$ cat src/rtl/bus_arbiter.sv
// Round-robin arbiter for the shared 3-bit tri-state datapath bus, with owner lock.
// Optional BUS_TURNAROUND_EN inserts one dead TURN cycle between different owners.
module bus_arbiter #(
    parameter int unsigned NUM_REQ = 4,
    parameter int unsigned SRC_NUM = 11,
    parameter int unsigned DST_NUM = 14
) (
    input  logic                   clk,
    input  logic                   rst,
    input  logic [NUM_REQ-1:0]     req,
    input  logic [NUM_REQ-1:0]     lock,
    input  logic [4*NUM_REQ-1:0]   src_sel,
    input  logic [4*NUM_REQ-1:0]   dst_sel,
    output logic [NUM_REQ-1:0]     gnt,
    output logic                   err,
    output logic [SRC_NUM-1:0]     tri_en,
    output logic [DST_NUM-1:0]     ld_en,
    output logic                   busy
);

    localparam int unsigned IW = $clog2(NUM_REQ);

    typedef enum logic [1:0] {
        IDLE,
        XFER
`ifdef BUS_TURNAROUND_EN
        , TURN
`endif
    } state_t;

    state_t              state;
    logic [IW-1:0]       ptr;
    logic [IW-1:0]       owner;
`ifdef BUS_TURNAROUND_EN
    logic [IW-1:0]       pend;
`endif

    logic [NUM_REQ-1:0]  eligible;
    logic                locked_win;
    logic                found;
    logic [IW-1:0]       win;
    logic [IW-1:0]       cand;
    logic [IW-1:0]       ptr_nxt;
    logic [IW-1:0]       g_idx;
    logic [3:0]          g_src;
    logic [3:0]          g_dst;
    logic                g_err;
    logic [NUM_REQ-1:0]  g_gnt;
    logic [SRC_NUM-1:0]  g_tri;
    logic [DST_NUM-1:0]  g_ld;

    // Owner is only meaningful while a transfer is on the bus (state XFER).
    always_comb begin
        eligible = req;
        if (state == XFER && !lock[owner])
            eligible[owner] = 1'b0;
        locked_win = (state == XFER) && req[owner] && lock[owner];

        found = 1'b0;
        win   = ptr;
        cand  = '0;
        for (int unsigned k = 0; k < NUM_REQ; k++) begin
            cand = IW'((32'(ptr) + k) % NUM_REQ);
            if (!found && eligible[cand]) begin
                found = 1'b1;
                win   = cand;
            end
        end
        if (locked_win) begin
            found = 1'b1;
            win   = owner;
        end
        ptr_nxt = (32'(win) == NUM_REQ - 1) ? '0 : win + 1'b1;

        g_idx = win;
`ifdef BUS_TURNAROUND_EN
        if (state == TURN)
            g_idx = pend;
`endif
        g_src = src_sel[{g_idx, 2'b00} +: 4];
        g_dst = dst_sel[{g_idx, 2'b00} +: 4];
        g_gnt = '0;
        g_gnt[g_idx] = 1'b1;
        g_tri = '0;
        g_ld  = '0;
        g_err = (32'(g_src) >= SRC_NUM) || (32'(g_dst) >= DST_NUM);
        if (!g_err) begin
            g_tri[g_src] = 1'b1;
            g_ld[g_dst]  = 1'b1;
        end
    end

    always_ff @(posedge clk or negedge rst) begin
        if (!rst) begin
            state  <= IDLE;
            ptr    <= '0;
            owner  <= '0;
`ifdef BUS_TURNAROUND_EN
            pend   <= '0;
`endif
            gnt    <= '0;
            tri_en <= '0;
            ld_en  <= '0;
            err    <= 1'b0;
            busy   <= 1'b0;
        end else begin
            gnt    <= '0;
            tri_en <= '0;
            ld_en  <= '0;
            err    <= 1'b0;
            busy   <= 1'b0;
            case (state)
`ifdef BUS_TURNAROUND_EN
                TURN: begin
                    // Winner and pointer were settled when TURN was entered.
                    state  <= XFER;
                    owner  <= pend;
                    gnt    <= g_gnt;
                    tri_en <= g_tri;
                    ld_en  <= g_ld;
                    err    <= g_err;
                    busy   <= 1'b1;
                end
`endif
                default: begin
                    if (!found) begin
                        state <= IDLE;
`ifdef BUS_TURNAROUND_EN
                    end else if (state == XFER && win != owner) begin
                        state <= TURN;
                        pend  <= win;
                        ptr   <= ptr_nxt;
                        busy  <= 1'b1;
`endif
                    end else begin
                        state  <= XFER;
                        owner  <= win;
                        gnt    <= g_gnt;
                        tri_en <= g_tri;
                        ld_en  <= g_ld;
                        err    <= g_err;
                        busy   <= 1'b1;
                        if (!locked_win)
                            ptr <= ptr_nxt;
                    end
                end
            endcase
        end
    end

endmodule

$ cat config.mk
export PLATFORM = sky130hd
export DESIGN_NAME = bus_arbiter
export DESIGN_NICKNAME = d
export VERILOG_FILES = /design/src/rtl/bus_arbiter.sv
export SDC_FILE = /design/constraint.sdc
export NUM_CORES = 1
export LEC_CHECK = 0
export ABC_AREA = 1
export CORE_MARGIN = 2
export CORE_UTILIZATION = 47
export DETAILED_ROUTE_END_ITERATION = 12
export PLACE_DENSITY = 0.81
export SYNTH_ARGS = -nofsm -noshare
export SYNTH_HDL_FRONTEND = slang
export SYNTH_SLANG_ARGS = --single-unit
export TNS_END_PERCENT = 30
$ cat constraint.sdc
create_clock -name clk -period 2.9 [get_ports clk]
set_clock_uncertainty 0.15 [all_clocks]
set_input_delay 0.29 -clock clk [delete_from_list [all_inputs] [get_ports clk]]
set_output_delay 0.29 -clock clk [all_outputs]
set_load 0.01 [all_outputs]
==> results.ini, run 1 <==
[outcome]
status = finished with violations
violations = setup timing

[drt]
dr.pass1.iters = 4
drc = 0
drt_iter0_drc = 191
wl_per_cell_um = 13.8
via_per_inst = 5.10
num_vias = 2488
ant_nets = 0
wl_um = 6730

[critical_path]
end_kind = flop
arrival_ps = 3110
cpMostUsedCell = nand3_2
startpoint_type = flop
critPathSlowestCell = dfrtp_2
cp_cell_sequence = inv_2 -> buf_4 -> nor2_1 -> nand3_2 -> nand3_2 -> nand3_2 -> nand2_4 -> nand4_1 -> nand2_1 -> nand2_2 -> a21boi_2 -> buf_6 -> nand2_1 -> nand3_2 -> nand2_2 -> inv_4 -> nand3_4 -> nand2_8 -> nor2_2
crit_path_max_incr_delay_ps = 440
path_buf_inv = 4
crit_fanout = 6
critPathKind = reg2reg
critPathTopFamily = simple AND/OR/NAND/NOR gates
critPathRequiredTime_ps = 2930

[layout]
num_antenna_cells = 0
synthToLayoutAreaGrowth_pct = 62.5
final_core_util = 0.787
fin_nets = 479
nFillCells = 320
drive_gt1_frac = 0.323

[yosys]
yosys_register_bits = 35
synthSimpleGateAreaFrac = 0.472
ys_types = 25
synth_compound_area_frac = 0.0303
synth_top_family_by_area = simple AND/OR/NAND/NOR gates
yosys.area_share.adder = 0.0220
synthMuxAreaShare = 0
yosysSeqAreaShare = 0.385
netlist_instances = 323
yosysWarnings = 0
syn_area_um2 = 2270
avgSynthCellArea_um2 = 7.03
synth_nets = 369
synth-xor-area-share = 0.00385

[clock_network]
htree_num_levels = 2
path_clk_slew_ps = 70
cts_root_buffer = clkbuf_8
cts_tree = built
clk_latency_ps = 280
clock_sinks = 35
cts.path.max_buffers = 2
cts_buffers = 5

[sta]
fin_crit_sh = 1.06
hold_viol_final = 0
setup_ws_ps = -175
slew_headroom = 0.726
worst_slew_pin_slew_ps = 411
max_freq_ghz = 0.325
min_period_ps = 3080
finalMaxSlewViolations = 0
rsz0062_at_grt = yes
setup_viol = 26

[global_route]
grt_pass1_wl_um = 9390
grt_max_degree = 36
grtUsageTotal = 0.222
antenna_found_initial = 0
gr-total-overflow = 0
grt_pass1_vias = 2113

[hold_path]
worstHoldPathType = in2async

[floorplanning]
die_area_um2 = 5410
io_pins = 73
start_util = 0.484
core_um2 = 4690
row_count = 25
die_w_um = 73.5
die-height_um = 73.5

[place]
place_hpwl_um = 4550
io_buffer_count = 72
gp_congestion = 0.909

[run]
drv_cap = 0

## per-stage QoR
stage	hold WS, ps	worst slack (ps)	TNS, ps	area (um^2)	cells
floorplan	-156	236	0	2270	323
global placement	501	-230	-5340	3220	472
detailed placement	526	-311	-7270	3220	472
CTS	276	-0.898	-0.898	3360	480
global route	311	-342	-8630	3690	488
finish	265	-175	-4290	3690	488
## cell type report
type                    count  area (um^2)  area share
repair buffers            108         1010       0.273
multi-input cells         253         1500       0.407
clock buffers               6         82.6      0.0224
inverters                  30          118      0.0319
flip-flops and latches     35          878       0.238
well taps                  54         67.6      0.0183
clock inverters             2         35.0     0.00949
## flip-flops by register name (all words and copies together) (netlist names)
| signal | count |
|---|---|
| ld_en | 14 |
| gnt | 4 |
| err | 1 |
| ptr | 2 |
| tri_en | 11 |
| state | 1 |
| owner | 2 |
## synth_stat cells
| cell | count | area, um^2 |
|---|---|---|
| a21oi_2 | 2 | 17.5 |
| a21oi_1 | 3 | 15.0 |
| inv_1 | 26 | 97.6 |
| nand4_1 | 3 | 18.8 |
| o21ai_0 | 3 | 15.0 |
| dfrtp_1 | 35 | 876 |
| buf_8 | 3 | 45.0 |
| inv_2 | 4 | 15.0 |
| ha_1 | 4 | 50.1 |
| nand3_2 | 5 | 50.1 |
| nand2_1 | 117 | 439 |
| o22ai_1 | 1 | 6.26 |
| nand3_1 | 45 | 225 |
| nor3_1 | 1 | 5.00 |
| a21boi_1 | 1 | 7.51 |
| clkbuf_1 | 1 | 3.75 |
| buf_4 | 4 | 30.0 |
| nor2_2 | 22 | 138 |
| nand3b_1 | 1 | 7.51 |
| a22oi_1 | 1 | 7.51 |
| nand2_4 | 3 | 33.8 |
| nand2_2 | 8 | 50.1 |
| buf_2 | 1 | 5.00 |
| xor2_1 | 1 | 8.76 |
| nor2_1 | 28 | 105 |
## placed cells by master, fill, tap and decap left out, types with 2 or more instances in the layout
cell type | netlist | routed
nand2_4 | 3 | 5
clkdlybuf4s50_1 | 0 | 72
nand2_2 | 8 | 20
nand4_1 | 3 | 3
nand3_1 | 45 | 29
nand2_1 | 117 | 101
buf_6 | 0 | 5
buf_4 | 4 | 31
nor2_2 | 22 | 31
o21ai_0 | 3 | 3
nor2_4 | 0 | 2
a21oi_2 | 2 | 3
nor2_1 | 28 | 17
nand2_8 | 0 | 6
dfrtp_2 | 0 | 2
inv_1 | 26 | 26
ha_1 | 4 | 4
dfrtp_1 | 35 | 33
inv_4 | 0 | 2
clkbuf_8 | 0 | 6
nand3_2 | 5 | 20
inv_2 | 4 | 2
## worst paths after layout
| check | slack, ps | endpoint | from | cells after the start |
|---|---|---|---|---|
| min reg2reg | 500 | owner[0]$_DFFE_PN0P_ | owner[0]$_DFFE_PN0P_ | 2 |
| max in group asynchronous | 2020 | owner[0]$_DFFE_PN0P_ | rst | 2 |
| max | -180 | ld_en[11]$_DFF_PN0_ | owner[1]$_DFFE_PN0P_ | 19 |
| max reg2reg | -180 | ld_en[11]$_DFF_PN0_ | owner[1]$_DFFE_PN0P_ | 19 |
| min | 260 | err$_DFF_PN0_ | rst | 2 |
| min in group clk | 500 | owner[0]$_DFFE_PN0P_ | owner[0]$_DFFE_PN0P_ | 2 |
## cell families after synthesis
| kind of cell | after synthesis |
|---|---|
| and+or+nand+nor | 233 |
| buffers and inverters | 39 |
| DFF | 35 |
| AOI/OAI and AO/OA | 11 |
| adders and majority gates | 4 |
| xor gates and xnor gates | 1 |
## per-layer routing
metal | global-route usage | up-vias | routed length, um
met2 | 0.343 | 103 | 3300
met1 | 0.314 | 1142 | 2950
met3 | 0.0329 | 11 | 363
li1 | - | 1232 | -
met5 | 0 | - | 0
met4 | 0.0869 | 0 | 110
## what timing repair did
item / 4_1_cts / 5_1_grt
endpoints found under the setup margin: 25 / 27
gates resized for setup: 7 / 62
hold buffers: 0 / 0
gates cloned: 0 / 4
pin swaps: 0 / 24
setup buffers: 0 / 4
Power of run 1 is not shown: default switching activity piles up to over one toggle a cycle in this logic, so the estimate is an artifact.
==> run 2: changes to the inputs <==
--- a/config.mk
+++ b/config.mk
@@ -9,6 +9,7 @@
 export CORE_MARGIN = 2
 export CORE_UTILIZATION = 47
 export DETAILED_ROUTE_END_ITERATION = 12
+export GPL_TIMING_DRIVEN = 1
 export PLACE_DENSITY = 0.81
 export SYNTH_ARGS = -nofsm -noshare
 export SYNTH_HDL_FRONTEND = slang
==> results of run 2 <==
No change in the layout: final DEF, timing and power equal those of run 1.
Power of run 2 is left out for the same reason.
==> run 3: changes to the inputs <==
--- a/config.mk
+++ b/config.mk
@@ -10,7 +10,7 @@
 export CORE_UTILIZATION = 47
 export DETAILED_ROUTE_END_ITERATION = 12
 export GPL_TIMING_DRIVEN = 1
-export PLACE_DENSITY = 0.81
+export PLACE_DENSITY = 0.8
 export SYNTH_ARGS = -nofsm -noshare
 export SYNTH_HDL_FRONTEND = slang
 export SYNTH_SLANG_ARGS = --single-unit
==> run 3 against run 2 <==
  * The flow still finishes with violations (setup timing)
  * Via count is 0.16% lower
  * Die area unchanged
  * Design area is 0.85% higher
  * Routed wire length shrank 1.4%
  * Largest cell class unchanged
  * Register-to-register slack better by 110 ps
  * Critical path depth grew 1
  * Sequential cell count did not move
  * Fmax up 3.8%
  * Worst setup slack improved by 110 ps
  * Critical path type unchanged
  * First-iteration DRC count is 21% higher
  * Final cell count increased by 0.20%
  * Count of clock-buffer cells in the layout is the same
==> results.ini, run 3 (synthesized netlist as in run 1, its figures left out) <==
[outcome]
status = finished with violations
violations = setup timing

[layout]
num_antenna_cells = 0  ; unchanged
nFillCells = 331  ; +3.4%
regMostFlops = ld_en
fin_nets = 480  ; +0.21%
largestRegisters = ld_en: 14 flops, tri_en: 11 flops, gnt: 4 flops
multiInputGateArea_um2 = 1520  ; +1.4%
drive_gt1_frac = 0.324  ; +0.00156
final_core_util = 0.794  ; +0.00667
final_cell_mix = nand2_1 (103), clkdlybuf4s50_1 (72), dfrtp_1 (33)
layout_commonest_cell = nand2_1
seqCellArea_um2 = 878  ; unchanged
largest_reg_flops = 14  ; unchanged
synthToLayoutAreaGrowth_pct = 63.9

[run]
drv_cap = 0  ; unchanged

[floorplanning]
row_count = 25  ; unchanged
io_pins = 73  ; unchanged
die_w_um = 73.5  ; unchanged
core_um2 = 4690  ; unchanged
start_util = 0.484  ; unchanged
die_area_um2 = 5410  ; unchanged
die-height_um = 73.5  ; unchanged

[clock_network]
clock_sinks = 35  ; unchanged
htree_num_levels = 2  ; unchanged
path_clk_slew_ps = 70  ; about the same
clk_latency_ps = 280  ; about the same
cts_tree = built
cts_buffers = 5  ; unchanged
cts.path.max_buffers = 2  ; unchanged
cts_root_buffer = clkbuf_8

[critical_path]
rr_worst_depth = 20  ; +1
cp.depth = 20  ; +1
critPathRequiredTime_ps = 2960  ; +30 ps
arrival_ps = 3020  ; -90 ps
cp_cell_sequence = buf_4 -> nor2_2 -> nand3_4 -> nand3_4 -> nand3_2 -> nand2_4 -> nand2_2 -> nor2_4 -> nand3_2 -> nand2_4 -> nand2_8 -> buf_4 -> nand3_1 -> nand3_1 -> nand2_2 -> buf_6 -> nand2_1 -> nor2_2 -> nand2_1 -> nor2_2
critPathTopFamily = simple AND/OR/NAND/NOR gates
r2r-end = tri_en[0]$_DFF_PN0_
path_buf_inv = 3  ; -1
crit_fanout = 9  ; +3
cpMostUsedCell = nor2_2
reg2reg_from = owner[0]$_DFFE_PN0P_
end_kind = flop
crit_path_max_incr_delay_ps = 470  ; +30 ps
startpoint_type = flop
critPathKind = reg2reg
rrSetupSlack_ps = -60  ; +110 ps
critPathSlowestCell = dfrtp_2

[sta]
max_freq_ghz = 0.338  ; +3.8%
rsz0062_at_grt = yes
min_period_ps = 2960  ; -113 ps
holdWs_ps = 262  ; -3.03 ps
setup_viol = 26  ; unchanged
setup_ws_ps = -62.3  ; +113 ps
finalMaxSlewViolations = 0  ; unchanged
worst_slew_pin_slew_ps = 416  ; +5.46 ps
fin_crit_sh = 1.02  ; -0.0390
hold_viol_final = 0  ; unchanged
slew_headroom = 0.722  ; -0.00364

[drt]
drt_iter0_drc = 232  ; +21%
wl_um = 6630  ; -1.4%
drc = 0  ; unchanged
ant_nets = 0  ; unchanged
dr.pass1.iters = 4  ; unchanged
num_vias = 2484  ; -0.16%
wl_per_cell_um = 13.6  ; -1.6%
via_per_inst = 5.08  ; -0.36%

[global_route]
gr-total-overflow = 0  ; unchanged
use_met1 = 0.321  ; +0.00678
met2_usage = 0.403  ; +0.0595
grt-busiest-layer = met2
antenna_found_initial = 0  ; unchanged
grtUsageTotal = 0.242  ; +0.0194
grt_pass1_vias = 2301  ; +8.9%
grt_max_degree = 36  ; unchanged
grt_pass1_wl_um = 10100  ; +7.3%
grt_use_met3 = 0.0288  ; -0.00412

[place]
place_hpwl_um = 4720  ; +3.7%
gp_congestion = 0.916  ; +0.75%
io_buffer_count = 72  ; unchanged

[hold_path]
worstHoldPathType = in2async

==> run 3: cell types whose count changed in the layout (fill, tap and decap cells not counted), sizes merged <==
cell,before,now
buf,36,37
==> run 3: stage by stage <==
step	TNS, ps	setup slack (ps)	area [um^2]	std cells
3_3_place_gp	-8080	-362	3250	476
2_1_floorplan	0	236	2270	323
3_5_place_dp	-10800	-490	3250	476
6_report	-833	-62.3	3720	489
5_1_grt	-6000	-257	3720	489
4_1_cts	0	4.85	3520	486
==> run 3: cell type report <==
type / instances / share of cell area
multi-input cells: 253 / 0.409
repair buffers: 109 / 0.275
flip-flops and latches: 35 / 0.236
inverters: 30 / 0.0302
clock buffers: 6 / 0.0222
well taps: 54 / 0.0181
clock inverters: 2 / 0.00941
==> run 3: worst max path at each step <==
stage                         start                   to  slack (ps)
6_report       owner[0]$_DFFE_PN0P_  tri_en[0]$_DFF_PN0_         -60
5_1_grt        owner[0]$_DFFE_PN0P_  tri_en[1]$_DFF_PN0_        -260
4_1_cts        owner[0]$_DFFE_PN0P_   ld_en[6]$_DFF_PN0_           5
3_5_place_dp                lock[0]   ld_en[5]$_DFF_PN0_        -490
3_3_place_gp                lock[1]   ld_en[5]$_DFF_PN0_        -360
2_1_floorplan  owner[0]$_DFFE_PN0P_  tri_en[3]$_DFF_PN0_         240
==> run 3: metal layers <==
metal	vias up	wire, um	part of all wire
met4	0	187	0.028
li1	1240	-	-
met1	1134	2950	0.44
met5	-	0	0
met3	15	308	0.046
met2	95	3190	0.48
==> run 3: timing repair <==
action / in CTS / in global routing
setup endpoints to repair: 26 / 26
hold buffers: 0 / 0
gates cloned: 2 / 2
pin swaps: 8 / 24
buffers inserted: 0 / 1
endpoints found under the hold margin: 0 / 0
resized for setup: 33 / 40
Power of run 3 is left out for the same reason.
